## src/rtl/ecc_read_corrector.sv

```systemverilog
// ecc_read_corrector: read-path SEC-DED correction stage that sits behind the
// syndrome generator. Corrects single-bit data errors, flags and counts
// correctable/uncorrectable words, and issues a scrub write-back of the clean
// word whenever a correctable error is seen.
module ecc_read_corrector #(
  parameter int AW = 32,
  parameter int CW = 16
) (
  input  logic          i_clk,
  input  logic          i_rst_n,
  input  logic          i_valid,
  output logic          o_ready,
  input  logic [AW-1:0] i_addr,
  input  logic [31:0]   i_data,
  input  logic [7:0]    i_syndrome,
  output logic          o_valid,
  input  logic          i_ready,
  output logic [AW-1:0] o_addr,
  output logic [31:0]   o_data,
  output logic          o_err_corr,
  output logic          o_err_uncorr,
  output logic          o_scrub_req,
  output logic [AW-1:0] o_scrub_addr,
  output logic [31:0]   o_scrub_data,
  input  logic          i_scrub_ack,
  input  logic          i_count_clr,
  output logic [CW-1:0] o_corr_count,
  output logic [CW-1:0] o_uncorr_count
);

  typedef enum logic {
    IDLE,
    REQ
  } scrub_state_e;

  localparam logic [CW-1:0] COUNT_MAX = '1;

  scrub_state_e state_q;
  scrub_state_e state_d;

  logic [5:0]  syn_pos;
  logic [31:0] flip_mask;
  logic        dec_corr;
  logic        dec_uncorr;
  logic [31:0] dec_data;
  logic        accept;

  // Codeword position of each data bit: data bits fill the non-power-of-two
  // positions 3..38 in ascending order, so each run between check bits is
  // offset by the number of check bits that precede it.
  function automatic logic [5:0] data_pos(input int idx);
    if (idx < 1) begin
      return 6'd3;
    end else if (idx < 4) begin
      return 6'(idx + 4);
    end else if (idx < 11) begin
      return 6'(idx + 5);
    end else if (idx < 26) begin
      return 6'(idx + 6);
    end else begin
      return 6'(idx + 7);
    end
  endfunction

  assign syn_pos = i_syndrome[5:0];

  // Build the one-hot flip mask for the data bit the syndrome points at;
  // check-bit positions and out-of-range positions match no data bit.
  always_comb begin
    flip_mask = '0;
    for (int i = 0; i < 32; i++) begin
      flip_mask[i] = (syn_pos == data_pos(i));
    end
  end

  // Classify the incoming word. A single error is correctable only when the
  // Hamming position lies inside the 38-bit codeword; every other non-zero
  // syndrome (double error, bad position, syn[7] set) is uncorrectable.
  always_comb begin
    dec_corr   = !i_syndrome[7] && i_syndrome[6] && (syn_pos <= 6'd38);
    dec_uncorr = (i_syndrome != 8'h00) && !dec_corr;
    dec_data   = dec_corr ? (i_data ^ flip_mask) : i_data;
  end

  assign o_ready = (!o_valid || i_ready) && (state_q == IDLE);
  assign accept  = i_valid && o_ready;

  // Output register: load a decoded word on acceptance, drop valid once the
  // consumer has taken it and nothing new replaces it.
  always_ff @(posedge i_clk or negedge i_rst_n) begin
    if (!i_rst_n) begin
      o_valid      <= 1'b0;
      o_addr       <= '0;
      o_data       <= '0;
      o_err_corr   <= 1'b0;
      o_err_uncorr <= 1'b0;
    end else if (accept) begin
      o_valid      <= 1'b1;
      o_addr       <= i_addr;
      o_data       <= dec_data;
      o_err_corr   <= dec_corr;
      o_err_uncorr <= dec_uncorr;
    end else if (i_ready) begin
      o_valid      <= 1'b0;
    end
  end

  // Scrub FSM state register.
  always_ff @(posedge i_clk or negedge i_rst_n) begin
    if (!i_rst_n) begin
      state_q <= IDLE;
    end else begin
      state_q <= state_d;
    end
  end

  // Scrub FSM next state: a correctable word opens a request, which stays
  // open until the memory write port acknowledges it.
  always_comb begin
    state_d = state_q;
    case (state_q)
      IDLE: begin
        if (accept && dec_corr) begin
          state_d = REQ;
        end
      end
      REQ: begin
        if (i_scrub_ack) begin
          state_d = IDLE;
        end
      end
      default: state_d = IDLE;
    endcase
  end

  // Scrub FSM outputs: the request is a plain level while in REQ.
  always_comb begin
    o_scrub_req = (state_q == REQ);
  end

  // Capture the scrub address and clean data; acceptance only happens in
  // IDLE, so these stay frozen for the whole time the request is open.
  always_ff @(posedge i_clk or negedge i_rst_n) begin
    if (!i_rst_n) begin
      o_scrub_addr <= '0;
      o_scrub_data <= '0;
    end else if (accept && dec_corr) begin
      o_scrub_addr <= i_addr;
      o_scrub_data <= dec_data;
    end
  end

  // Correctable-error counter: saturating, clear wins over an increment.
  always_ff @(posedge i_clk or negedge i_rst_n) begin
    if (!i_rst_n) begin
      o_corr_count <= '0;
    end else if (i_count_clr) begin
      o_corr_count <= '0;
    end else if (accept && dec_corr && (o_corr_count != COUNT_MAX)) begin
      o_corr_count <= o_corr_count + 1'b1;
    end
  end

  // Uncorrectable-error counter: saturating, clear wins over an increment.
  always_ff @(posedge i_clk or negedge i_rst_n) begin
    if (!i_rst_n) begin
      o_uncorr_count <= '0;
    end else if (i_count_clr) begin
      o_uncorr_count <= '0;
    end else if (accept && dec_uncorr && (o_uncorr_count != COUNT_MAX)) begin
      o_uncorr_count <= o_uncorr_count + 1'b1;
    end
  end

endmodule

```

## config.mk

```make
export PLATFORM = sky130hd
export DESIGN_NAME = ecc_read_corrector
export DESIGN_NICKNAME = d
export VERILOG_FILES = /design/src/rtl/ecc_read_corrector.sv
export SDC_FILE = /design/constraint.sdc
export NUM_CORES = 1
export LEC_CHECK = 0
export ABC_AREA = 1
export CORE_MARGIN = 2
export CORE_UTILIZATION = 35
export CTS_CLUSTER_SIZE = 8
export DETAILED_ROUTE_END_ITERATION = 12
export REMOVE_ABC_BUFFERS = 1
export SETUP_SLACK_MARGIN = 0.15
export SYNTH_ARGS = -nofsm -noshare
export SYNTH_HDL_FRONTEND = slang
export SYNTH_SLANG_ARGS = --single-unit
```

## constraint.sdc

```tcl
create_clock -name i_clk -period 2.04 [get_ports i_clk]
set_clock_uncertainty 0.2 [all_clocks]
set_input_delay 0.408 -clock i_clk [delete_from_list [all_inputs] [get_ports i_clk]]
set_output_delay 0.408 -clock i_clk [all_outputs]
set_load 0.03 [all_outputs]
```

==> run summary, run 1 <==
The run finished with clean final reports. The flip-flop cell with the highest count after synthesis is sky130_fd_sc_hd__dfrtp_1. The data required time of the critical path came out at 1.43 ns. 0 antenna diodes ended up in the layout. The register-to-register setup slack came out at 0.21 ns. The count of buffers inserted at the top-level ports is 242.

The critical path goes through buf_4 > clkdlybuf4s15_2. The path depth of the worst reg2reg path is 11. The largest incremental delay on the critical path came out at 0.42 ns. For the worst setup path, the data arrival time is 1.27 ns.

For this block, the routed nets add up to 25000 um of wire. The tree is rooted in a sky130_fd_sc_hd__clkbuf_16. Yosys mapped a number of flops with a built-in enable equal to 0. The sum of net half-perimeters after detailed placement is 18200 um. The most critical setup path has its startpoint at o_uncorr_count[0]$_DFFE_PN0P_.

The effective utilization at floorplan is 35.6%. The Yosys step of the flow raised 0 warnings. The overall die area came out at 0.0242 mm2. The core area is 0.0226 mm2. The height of the die is 156 um. Averaged over all synthesized cells, the footprint is 7.68 um2. The remaining max-slew budget at the tightest pin is 74.1%. The width of the die is 156 um. The total congestion overflow came out at 0. The final number of max-transition violations came to 0. The final non-filler cell total came out at 1643. Global routing consumed, over all layers together, 20.4% of the routing resources.

The count of vias placed by the detailed router came out at 7580. The number of clock sinks is 164. The DRC violation count after routing came out at 0. TritonCTS built the clock tree. The area growth from synthesis to layout is 49.8%. The fraction of layout cells with a size suffix above 1 is 13.7%. Setup repair after global routing could not meet its margin everywhere.

After the first detailed-routing iteration, the DRC count stood at 322. The number of cells on the critical path is 2. The post-CTS clock slew at the launch and capture registers of the worst setup and hold paths is 0.07 ns. The count of maximum capacitance violations came out at 0. After the last flow step, the layout net total stands at 1426. The pin count of the biggest net entering global routing came out at 42. The cell count after synthesis came out at 1046. The library cells used most frequently in the layout, excluding fill and tap cells, are sky130_fd_sc_hd__nand2_1, sky130_fd_sc_hd__dfrtp_1, sky130_fd_sc_hd__dlygate4sd2_1, sky130_fd_sc_hd__inv_1, sky130_fd_sc_hd__clkdlybuf4s50_1. The maximum vdd drop is 0.000471 V. In the synthesized netlist the async set-or-reset flop fraction comes to 100%. The worst flop-to-flop path startpoint is o_corr_count[1]$_DFFE_PN0P_. The global placement routability congestion is 0.861. The mapped cell area is 0.00803 mm2.

The post-layout minimum cycle time came out at 1.88 ns. The achievable frequency is 532 MHz. The routed length per placed instance came out at 15.2 um. The number of top-level pins is 243.

The final count of negative-setup-slack endpoints came out at 0. In this run the static leakage power is 6.27 nW. The category of cells accounting for the largest share of critical-path delay is buffers and inverters.

For the worst-skew pair, the clock arrives at the later sink with an insertion delay of 0.42 ns. The site row count is 55. The slew at the pin closest to its max-slew limit is 0.391 ns.

The clock tree buffer depth came out at 2. The clock tree synthesis step divided the H-tree into 4 levels. The number of optimization iterations in the first detailed-route pass is 5.

Power spread over the standard cell area amounts to 889 mW/mm2. Clock tree synthesis inserted a total of 17 buffers. The library cell used most frequently in the layout, excluding fill and tap cells, is sky130_fd_sc_hd__nand2_1. The first global-routing pass estimated 39000 um of wire. The end-of-flow core utilization came out at 53.3%. Once detail routing completed, the nets flagged for antenna violations numbered 0. The largest individual stage delay along the critical path comes from the cell sky130_fd_sc_hd__dfrtp_1. The final-report hold violation count came out at 0. The worst setup path is captured at a primary output. The category of the most critical setup path is reg2out. The worst hold slack is 0.250 ns. The nature of the critical path startpoint is a flip-flop.

The number of vias per cell after detailed routing came out at 4.61. In the finished design, the share of the clock period the worst path needs comes to 92.1%. The number of synthesized register bits came out at 164. In this run the worst path has a maximum fanout of 4. The min-delay analysis places its worst path in the category in2async. The buffer and inverter count on the worst path is 2.

The number of global-route vias before repair came out at 7392. The part of the Yosys area used for sequential elements is 51.1%. In this run the critical register-to-register path is captured at o_corr_count[9]$_DFFE_PN0P_. Counting tap cells, the placed design contains a total of 1599 instances.

The critical path ends at o_uncorr_count[0]. The number of antenna violations at the first check in global routing came to 0. Synthesis instantiated 30 different standard cells from the library.
## per-stage QoR
| step | setup slack [ns] | TNS (ns) | cell area, um2 | power [W] |
|---|---|---|---|---|
| floorplan | -0.883 | -104.36 | 7830 | 0.00614 |
| global placement | -0.327 | -40.85 | 11300 | 0.00803 |
| detailed placement | -0.364 | -46.08 | 11300 | 0.00807 |
| CTS | 0.0578 | 0 | 11800 | 0.0108 |
| global route | 0.0905 | 0 | 12000 | 0.0113 |
| finish | 0.162 | 0 | 12000 | 0.0107 |
## cell families (layout without fill, tap and decap cells)
family	after synthesis	count (layout)	share of synthesized area, %
AO/OA/AOI/OAI	91	91	5.73
XOR/XNOR	37	37	4.03
adder cells (fa/ha/maj)	2	2	0.311
buffers and inverters	138	447	7.13
flip-flops	164	164	51.1
AND/OR/NAND/NOR	614	617	31.7
## per-layer routing
layer / track usage [%] / part of all wire (%) / wire length [um] / vias to the layer above
li1: - / - / - / 3844
met1: 26.7 / 45 / 11200 / 3523
met3: 4.65 / 6.2 / 1540 / 17
met4: 4.28 / 0.96 / 241 / 0
met5: 0 / 0 / 0 / -
met2: 34.7 / 48 / 12000 / 196
## worst min path at each step
stage / startpoint / to / depth (start not counted)
final: i_rst_n / o_corr_count[15]$_DFFE_PN0P_ / 2
after global routing: i_rst_n / o_corr_count[15]$_DFFE_PN0P_ / 2
after CTS: i_rst_n / o_corr_count[15]$_DFFE_PN0P_ / 2
after detailed placement: i_rst_n / o_corr_count[15]$_DFFE_PN0P_ / 1
after global placement: i_rst_n / o_corr_count[15]$_DFFE_PN0P_ / 1
after floorplan: i_rst_n / o_addr[0]$_DFFE_PN0P_ / 0
## where the power goes
group	leakage (nW)	total [W]	switching, W	internal, W
Sequential	2.09	0.00416	0.000308	0.00385
Combinational	3.92	0.00345	0.00229	0.00116
Clock	0.261	0.00309	0.00147	0.00162
Total	6.27	0.0107	0.00406	0.00664
## layout make-up
class                      count  area (um2)
clock buffer                  18         439
fill                        2225       10500
timing repair buffer         318        3080
tap                          285         357
inverter                      98         370
multi-input combinational    747        3560
clock inverter                13         119
sequential                   164        4110
## flip-flops by register name (all words and copies together), names as in the netlist
| register | cells |
|---|---|
| o_data | 32 |
| o_addr | 32 |
| o_scrub_req | 1 |
| o_scrub_addr | 32 |
| o_valid | 1 |
| o_scrub_data | 32 |
| o_err_uncorr | 1 |
| o_err_corr | 1 |
| o_corr_count | 16 |
| o_uncorr_count | 16 |
## repair_timing
item,in CTS,in global routing
pin swaps,3,16
endpoints found under the hold margin,26,0
setup buffers,1,5
hold buffers,1,0
gates resized for setup,216,69
endpoints found under the setup margin,240,160
gates cloned,1,5
## Yosys cell counts (12+ instances only)
| cell | number | share of area, % |
|---|---|---|
| sky130_fd_sc_hd__nand2_1 | 434 | 20 |
| sky130_fd_sc_hd__dfrtp_1 | 164 | 51 |
| sky130_fd_sc_hd__inv_1 | 93 | 4.3 |
| sky130_fd_sc_hd__nor2_1 | 73 | 3.4 |
| sky130_fd_sc_hd__o21ai_0 | 71 | 4.4 |
| sky130_fd_sc_hd__nand3_1 | 68 | 4.2 |
| sky130_fd_sc_hd__xor2_1 | 25 | 2.7 |
| sky130_fd_sc_hd__o21ai_1 | 17 | 1.1 |
| sky130_fd_sc_hd__clkbuf_1 | 15 | 0.70 |
| sky130_fd_sc_hd__buf_2 | 14 | 0.87 |
| sky130_fd_sc_hd__nand3b_1 | 13 | 1.2 |
| sky130_fd_sc_hd__xnor2_1 | 12 | 1.3 |
(Power assumes the default switching activity.)
==> run 2, diff against run 1 <==
--- a/config.mk
+++ b/config.mk
@@ -8,8 +8,10 @@
 export ABC_AREA = 1
 export CORE_MARGIN = 2
 export CORE_UTILIZATION = 35
+export CTS_CLUSTER_DIAMETER = 50
 export CTS_CLUSTER_SIZE = 8
 export DETAILED_ROUTE_END_ITERATION = 12
+export PLACE_DENSITY_LB_ADDON = 0.12
 export REMOVE_ABC_BUFFERS = 1
 export SETUP_SLACK_MARGIN = 0.15
 export SYNTH_ARGS = -nofsm -noshare
==> run 2 against run 1 <==
Via count grew 0.12%. Register-to-register slack got worse by 0.05 ns. Clock power is 4% higher. Total power rose by 1.2%. Cell count is 0.12% higher. Wire length shrank 2.6%. Sequential power about the same. Worst hold slack got worse by 0.21 ns. Worst setup slack lost 0.014 ns. Non-clock buffer count grew 2. Die area stayed put. Flip-flop and latch count did not move. Largest cell class unchanged.
==> run summary, run 2 (synthesis gave the netlist of run 1 again) <==
The number of filler cells placed in the layout is 2224 (-0.045%). The clock tree buffer depth is 2 (unchanged). The fraction of layout cells with a size suffix above 1 came out at 13.8% (+0.14 points). The flow ran to the end, and the final reports show no timing, DRC or antenna violations. The path depth of the worst reg2reg path came out at 10 (-1). The achievable frequency is 528 MHz (-0.75%). The global placement routability congestion is 0.876 (+1.7%). Leaving out fill and tap cells, the most frequent cells in the layout are sky130_fd_sc_hd__nand2_1, sky130_fd_sc_hd__dfrtp_1, sky130_fd_sc_hd__dlygate4sd2_1, sky130_fd_sc_hd__inv_1, sky130_fd_sc_hd__clkdlybuf4s50_1. The tightest min-delay check is of the in2reg type.

The slew at the pin closest to its max-slew limit came out at 0.414 ns (+0.0233 ns). The post-layout minimum cycle time is 1.89 ns (+0.0142 ns). The master of the slowest instance on the critical path is sky130_fd_sc_hd__clkdlybuf4s50_1. The total wire length after detailed routing came to 24300 um (-2.6%). The number of optimization iterations in the first detailed-route pass came out at 5 (unchanged). The number of cells on the critical path is 10 (+8).

The cell depth of the worst min-delay path is 2. The category of cells accounting for the largest share of critical-path delay is buffers and inverters. The height of the die came to 156 um (unchanged).

The number of H-tree levels is 4 (unchanged). The fraction of power spent switching nets was 38.2% (+0.26 points). STA classifies the critical path startpoint as an input pin. The cell-internal power was 0.00669 W (+0.73%).

The site row count came out at 55 (unchanged). The number of buffers created by CTS came to 17 (unchanged). The overall die area came out at 0.0242 mm2 (unchanged). The end-of-flow core utilization came out at 53.1% (-0.17 points).

The final total power came out at 0.0108 W (+1.2%). The number of violations reported at the end of detailed-routing iteration 0 came out at 408 (+27%). The remaining max-slew budget at the tightest pin came out at 72.2% (-1.9 points). The maximum fanout along the worst path came out at 7 (+3).

The count of buffers inserted at the top-level ports is 242 (unchanged). The insertion delay of the later-clocked pin in the worst-skew pair is 0.43 ns (about the same). The area growth from synthesis to layout is 49.3%.

The count of vias placed by the detailed router came to 7589 (+0.12%). The count of maximum capacitance violations is 0 (unchanged). The number of global-route vias before repair was 7269 (-1.7%).

The register cell area after layout is 0.00411 mm2 (unchanged). The tree is rooted in a sky130_fd_sc_hd__clkbuf_16. The DRC violation count after routing came out at 0 (unchanged). The final count of negative-setup-slack endpoints is 0 (unchanged). The pin count of the biggest net entering global routing came out at 52 (+24%). The most frequent standard cell in the layout excluding fill and tap cells is sky130_fd_sc_hd__nand2_1. The antenna violation net count after detailed routing is 0 (unchanged). The worst hold slack is 0.0447 ns (-0.205 ns). The final-report hold violation count came out at 0 (unchanged). The net switching power came out at 0.00414 W (+1.9%). The final cycle utilization of the critical path came out at 92.8% (+0.69 points). The critical path endpoint category is a flip-flop. The width of the die was 156 um (unchanged). The buffer and inverter count on the worst path is 5 (+3). The post-CTS clock slew at the launch and capture registers of the worst setup and hold paths came out at 0.08 ns (about the same). The net count reported at finish came to 1426 (unchanged). Traced cell by cell, the critical path runs through clkdlybuf4s50_1 > inv_1 > nor3_4 > buf_12 > buf_12 > nand2_8 > buf_12 > nor2_4 > nand3_1 > o21ai_1. The core area came out at 0.0226 mm2 (unchanged). The number of top-level pins is 243 (unchanged). The data required time of the critical path came out at 2.18 ns (+0.75 ns). TritonCTS built the clock tree.

The wire length of the first global-routing pass came out at 38600 um (-1.1%). The final-layout setup total negative slack came out at 0 ns (unchanged). The global-route usage over all layers is 20.0% (-0.35 points). The fraction of power consumed by sequential logic came out at 38.5% (-0.4 points). The power per standard cell area is 902 mW/mm2 (+1.5%).

The effective utilization at floorplan came to 35.6% (unchanged). The static power due to leakage is 6.28 nW (about the same). The number of clock sinks is 164 (unchanged).

The area of the multi-input gates came out at 0.00350 mm2 (-1.6%). The arrival time at the worst endpoint was 2.04 ns (+0.77 ns). The total congestion overflow came out at 0 (unchanged). The fraction of power consumed by combinational cells was 31.7% (-0.5 points).

The fraction of power consumed by the clock network is 29.8% (+0.9 points). The maximum vdd drop came out at 0.000512 V (+8.6%). Setup repair after global routing could not meet its margin everywhere. The sum of net half-perimeters after detailed placement came out at 17400 um (-4.6%). By instance count, the cell type seen most on the critical path is sky130_fd_sc_hd__buf_12. The largest incremental delay on the critical path came out at 0.46 ns (+0.04 ns). The routed length per placed instance is 14.8 um (-2.7%). The category of the most critical setup path is in2reg.

The number of antenna violations at the first check in global routing is 1 (+1). The number of vias per cell after detailed routing came to 4.61 (about the same). The final number of max-transition violations is 0 (unchanged).
-- run 2: cell types whose count changed in the layout (fill, tap and decap cells not counted), moves of 3 or more --
| cell | before | now |
|---|---|---|
| sky130_fd_sc_hd__o21ai_1 | 18 | 21 |
| sky130_fd_sc_hd__buf_4 | 52 | 56 |
| sky130_fd_sc_hd__clkinvlp_4 | 4 | 1 |
| sky130_fd_sc_hd__buf_2 | 2 | 6 |
| sky130_fd_sc_hd__clkinv_8 | 1 | 4 |
| sky130_fd_sc_hd__inv_2 | 6 | 10 |
| sky130_fd_sc_hd__inv_1 | 91 | 87 |
-- run 2: timing repair --
item                       CTS  global route
buffers inserted             0             8
gates resized for setup    223            67
hold endpoints to repair    53             0
setup endpoints to repair  277           172
pin swaps                    2            10
hold buffers                 1             0
gates cloned                 0             4
-- run 2: path summary, 6_finish.rpt --
kind	slack, ns	start	endpoint
hold reg to reg	0.28	o_scrub_data[20]$_DFFE_PN0P_	o_scrub_data[20]$_DFFE_PN0P_
hold / removal	0.04	i_ready	o_valid$_DFFE_PN0P_
min in group asynchronous	0.23	i_rst_n	o_data[6]$_DFFE_PN0P_
setup reg to reg	0.16	o_valid$_DFFE_PN0P_	o_corr_count[0]$_DFFE_PN0P_
setup / recovery	0.15	i_valid	o_corr_count[0]$_DFFE_PN0P_
max in group asynchronous	0.81	i_rst_n	o_scrub_req$_DFF_PN0_
-- run 2: metrics by stage --
step	instances	setup WS [ns]	instance area (um2)
2_1_floorplan	1006	-0.883	7830
3_3_place_gp	1599	-0.372	11300
3_5_place_dp	1599	-0.410	11300
4_1_cts	1632	0.0809	11800
5_1_grt	1645	0.0893	12000
6_report	1645	0.148	12000
-- run 2: power groups by stage --
stage	registers [W]	clock network (W)	logic [W]
6_report	0.00417	0.00322	0.00343
5_1_grt	0.00424	0.00348	0.00369
4_1_cts	0.00417	0.00332	0.00341
3_5_place_dp	0.00425	0	0.00382
3_3_place_gp	0.00425	0	0.00379
2_1_floorplan	0.00544	0	0.000704
-- run 2: area by class of cell --
type | instances | area share [%]
Sequential cell | 164 | 34.2
Multi-Input combinational cell | 745 | 29.2
Timing Repair Buffer | 320 | 25.5
Clock buffer | 18 | 3.66
Inverter | 98 | 3.09
Tap cell | 285 | 2.97
Clock inverter | 14 | 1.32
Antenna cell | 1 | 0.0209
-- run 2: per-layer routing --
| metal | vias to the layer above | wire, um | global-route usage [%] |
|---|---|---|---|
| li1 | 3862 | - | - |
| met5 | - | 0 | 0 |
| met2 | 207 | 11200 | 31.8 |
| met3 | 19 | 1340 | 3.76 |
| met4 | 0 | 301 | 5.33 |
| met1 | 3501 | 11500 | 28.3 |
==> run 3, diff against run 2 <==
--- a/config.mk
+++ b/config.mk
@@ -11,9 +11,11 @@
 export CTS_CLUSTER_DIAMETER = 50
 export CTS_CLUSTER_SIZE = 8
 export DETAILED_ROUTE_END_ITERATION = 12
+export HOLD_SLACK_MARGIN = 0.08
 export PLACE_DENSITY_LB_ADDON = 0.12
 export REMOVE_ABC_BUFFERS = 1
 export SETUP_SLACK_MARGIN = 0.15
+export SLEW_MARGIN = 20
 export SYNTH_ARGS = -nofsm -noshare
 export SYNTH_HDL_FRONTEND = slang
 export SYNTH_SLANG_ARGS = --single-unit
==> run 3 against run 2 <==
Cell area about the same. Sequential power hardly changed. Largest cell class unchanged. Count of clock-buffer cells in the layout did not move. First-iteration DRC count fell by 14%. Maximum frequency up 0.30%. Via count about the same. Largest power group unchanged.
==> run summary, run 3 (synthesis gave the netlist of run 1 again) <==
The run finished with clean final reports. The post-layout minimum cycle time came out at 1.89 ns (-0.00568 ns). The number of antenna violations at the first check in global routing came out at 1 (unchanged). The site row count is 55 (unchanged). The met2 global-route usage is 31.8% (unchanged). The register-to-register setup slack is 0.17 ns (about the same). The pin count of the biggest net entering global routing is 52 (unchanged).

The critical path endpoint category is a flip-flop. The fraction of power spent switching nets is 38.2% (about the same). The fraction of layout cells with a size suffix above 1 is 13.8% (about the same).

In this run the clock root is driven by a sky130_fd_sc_hd__clkbuf_16. The worst register-to-register path ends at o_corr_count[0]$_DFFE_PN0P_. The fraction of power consumed by sequential logic is 38.5% (about the same). The number of buffers created by CTS is 17 (unchanged).

In this run the most used layer during global routing was met2. The path depth of the worst reg2reg path is 10 (unchanged). The most numerous cell type found on the critical path is sky130_fd_sc_hd__buf_12.

The number of placed instances, taps included is 1599 (unchanged). The met1 usage came out at 28.3% (unchanged). Setup repair after global routing could not meet its margin everywhere. The final number of max-transition violations is 0 (unchanged). The worst setup path is of the in2reg kind.

The category of cells accounting for the largest share of critical-path delay is buffers and inverters. The cell-internal power came out at 0.00669 W (about the same). The final worst slack came to 0.153 ns (+0.00568 ns).

The total congestion overflow came out at 0 (unchanged). The clock tree buffer depth is 2 (unchanged). The final cycle utilization of the critical path is 92.5% (-0.28 points). The worst-case setup slack after placement came out at -0.410 ns (unchanged).

The global placement routability congestion came out at 0.876 (unchanged). The net switching power is 0.00414 W (about the same). The number of vias per cell after detailed routing is 4.61 (about the same). The area growth from synthesis to layout came out at 49.4% (about the same).

The achievable frequency came out at 530 MHz (+0.30%). The data required time of the critical path is 2.19 ns (about the same). The power per standard cell area is 902 mW/mm2 (about the same). The number of global-route vias before repair came out at 7269 (unchanged). The final design instance area without fill is 0.0120 mm2 (about the same).

The insertion delay of the later-clocked pin in the worst-skew pair was 0.43 ns (about the same). The number of violations reported at the end of detailed-routing iteration 0 came out at 352 (-14%). The number of clock sinks is 164 (unchanged).

The min-delay analysis places its worst path in the category in2async. The maximum vdd drop came to 0.000512 V (about the same). The wire length of the first global-routing pass was 38600 um (unchanged).

Among all stages on the critical path, the largest delay is contributed by sky130_fd_sc_hd__clkdlybuf4s50_1. The final-report hold violation count was 0 (unchanged). In the layout the commonest cells are sky130_fd_sc_hd__nand2_1, sky130_fd_sc_hd__dfrtp_1, sky130_fd_sc_hd__dlygate4sd2_1, sky130_fd_sc_hd__inv_1, sky130_fd_sc_hd__clkdlybuf4s50_1. The final-layout setup total negative slack is 0 ns (unchanged). The effective utilization at floorplan came out at 35.6% (unchanged). The largest incremental delay on the critical path is 0.46 ns (about the same). The arrival time at the worst endpoint came out at 2.03 ns (about the same). The post-CTS clock slew at the launch and capture registers of the worst setup and hold paths is 0.07 ns (about the same). Leaving out fill and tap cells, the most frequent cell in the layout is sky130_fd_sc_hd__nand2_1. The core area is 0.0226 mm2 (unchanged). The count of vias placed by the detailed router is 7592 (+0.040%). The maximum fanout along the worst path came out at 7 (unchanged).

The final count of negative-setup-slack endpoints is 0 (unchanged). The slew at the pin closest to its max-slew limit is 0.404 ns (-0.00971 ns). The net count reported at finish came out at 1427 (+0.070%). The overall die area is 0.0242 mm2 (unchanged).

The count of maximum capacitance violations came out at 0 (unchanged). The sum of net half-perimeters after detailed placement came to 17400 um (unchanged). The total wire length after detailed routing is 24400 um (+0.16%). The number of top-level pins came out at 243 (unchanged). The number of filler cells placed in the layout is 2223 (-0.045%).

The number of H-tree levels is 4 (unchanged). The count of buffers inserted at the top-level ports came to 242 (unchanged). The static power due to leakage was 6.28 nW (about the same). The nature of the critical path startpoint is an input pin. TritonCTS built the clock tree. The fraction of power consumed by the clock network came out at 29.8% (about the same).

The critical path goes through clkdlybuf4s50_1 > inv_1 > nor3_4 > buf_12 > buf_12 > nand2_8 > buf_12 > nor2_4 > nand3_1 > o21ai_1. The number of optimization iterations in the first detailed-route pass came out at 5 (unchanged). The global-route usage over all layers is 20.0% (unchanged). The routed length per placed instance is 14.8 um (+0.10%). The width of the die came out at 156 um (unchanged).

The height of the die is 156 um (unchanged). The DRC violation count after routing came out at 0 (unchanged). The buffer and inverter count on the worst path is 5 (unchanged). The final total power is 0.0108 W (about the same). The area of placed instances came to 0.0113 mm2 (unchanged). The worst register-to-register path begins at o_valid$_DFFE_PN0P_. The remaining max-slew budget at the tightest pin is 72.9% (+0.65 points). The fraction of power consumed by combinational cells came out at 31.7% (about the same). The met3 usage in global routing came to 3.76% (unchanged). The final non-filler cell total is 1646 (+0.061%).

The antenna violation net count after detailed routing came out at 0 (unchanged).
run 3: changes by cell type in the layout (fill, tap and decap cells not counted):
| cell | change |
|---|---|
| sky130_fd_sc_hd__dlygate4sd3_1 | +1 |
run 3: worst reg2reg max path, cell delays in order (launching register included):
cell	delay [ns]
sky130_fd_sc_hd__dfrtp_1	0.40
sky130_fd_sc_hd__inv_2	0.08
sky130_fd_sc_hd__nor2_4	0.04
sky130_fd_sc_hd__nor3_4	0.19
sky130_fd_sc_hd__buf_12	0.16
sky130_fd_sc_hd__buf_12	0.12
sky130_fd_sc_hd__nand2_8	0.10
sky130_fd_sc_hd__buf_12	0.15
sky130_fd_sc_hd__nor2_4	0.16
sky130_fd_sc_hd__nand3_1	0.09
sky130_fd_sc_hd__o21ai_1	0.09
run 3: area by class of cell:
cell class	instances	area, um2	area share (%)
Clock buffer	18	439	3.66
Inverter	98	370	3.08
Clock inverter	14	159	1.32
Timing Repair Buffer	321	3070	25.6
Tap cell	285	357	2.97
Sequential cell	164	4110	34.2
Multi-Input combinational cell	745	3500	29.2
Antenna cell	1	2.50	0.0208
run 3: worst max-delay path by stage:
stage	slack, ns	startpoint	depth (start not counted)	endpoint
final	0.15	i_valid	10	o_corr_count[0]$_DFFE_PN0P_
after global routing	0.09	o_valid$_DFFE_PN0P_	10	o_corr_count[6]$_DFFE_PN0P_
after CTS	0.08	o_uncorr_count[6]$_DFFE_PN0P_	1	o_uncorr_count[6]
after detailed placement	-0.41	i_syndrome[3]	9	o_scrub_addr[2]$_DFFE_PN0P_
after global placement	-0.37	i_syndrome[5]	10	o_uncorr_count[1]$_DFFE_PN0P_
after floorplan	-0.88	o_valid$_DFFE_PN0P_	7	o_scrub_data[0]$_DFFE_PN0P_
run 3: power by group through the flow:
stage	registers (W)	logic [W]	clock network [W]
2_1_floorplan	0.00544	0.000704	0
3_3_place_gp	0.00425	0.00379	0
3_5_place_dp	0.00425	0.00382	0
4_1_cts	0.00417	0.00341	0.00332
5_1_grt	0.00424	0.00369	0.00348
6_report	0.00417	0.00343	0.00323
run 3: repair_timing:
item                       4_1_cts  5_1_grt
setup endpoints to repair      277      172
pin swaps                        2       10
cloned                           0        4
hold endpoints to repair       164        1
buffers inserted                 0        8
hold buffers                     1        1
resized for setup              223       67
run 3: layer usage:
| metal | vias to the layer above | part of all wire (%) | routed length [um] |
|---|---|---|---|
| li1 | 3861 | - | - |
| met1 | 3510 | 48 | 11600 |
| met2 | 202 | 46 | 11200 |
| met3 | 19 | 5.4 | 1310 |
| met4 | 0 | 1.2 | 301 |
| met5 | - | 0 | 0 |
run 3: stage by stage:
step	util (%)	hold slack, ns
global placement	49.9	0.126
floorplan	-	-0.0876
finish	53.2	0.233
CTS	52.1	0.223
global route	53.2	0.233
detailed placement	49.9	0.124
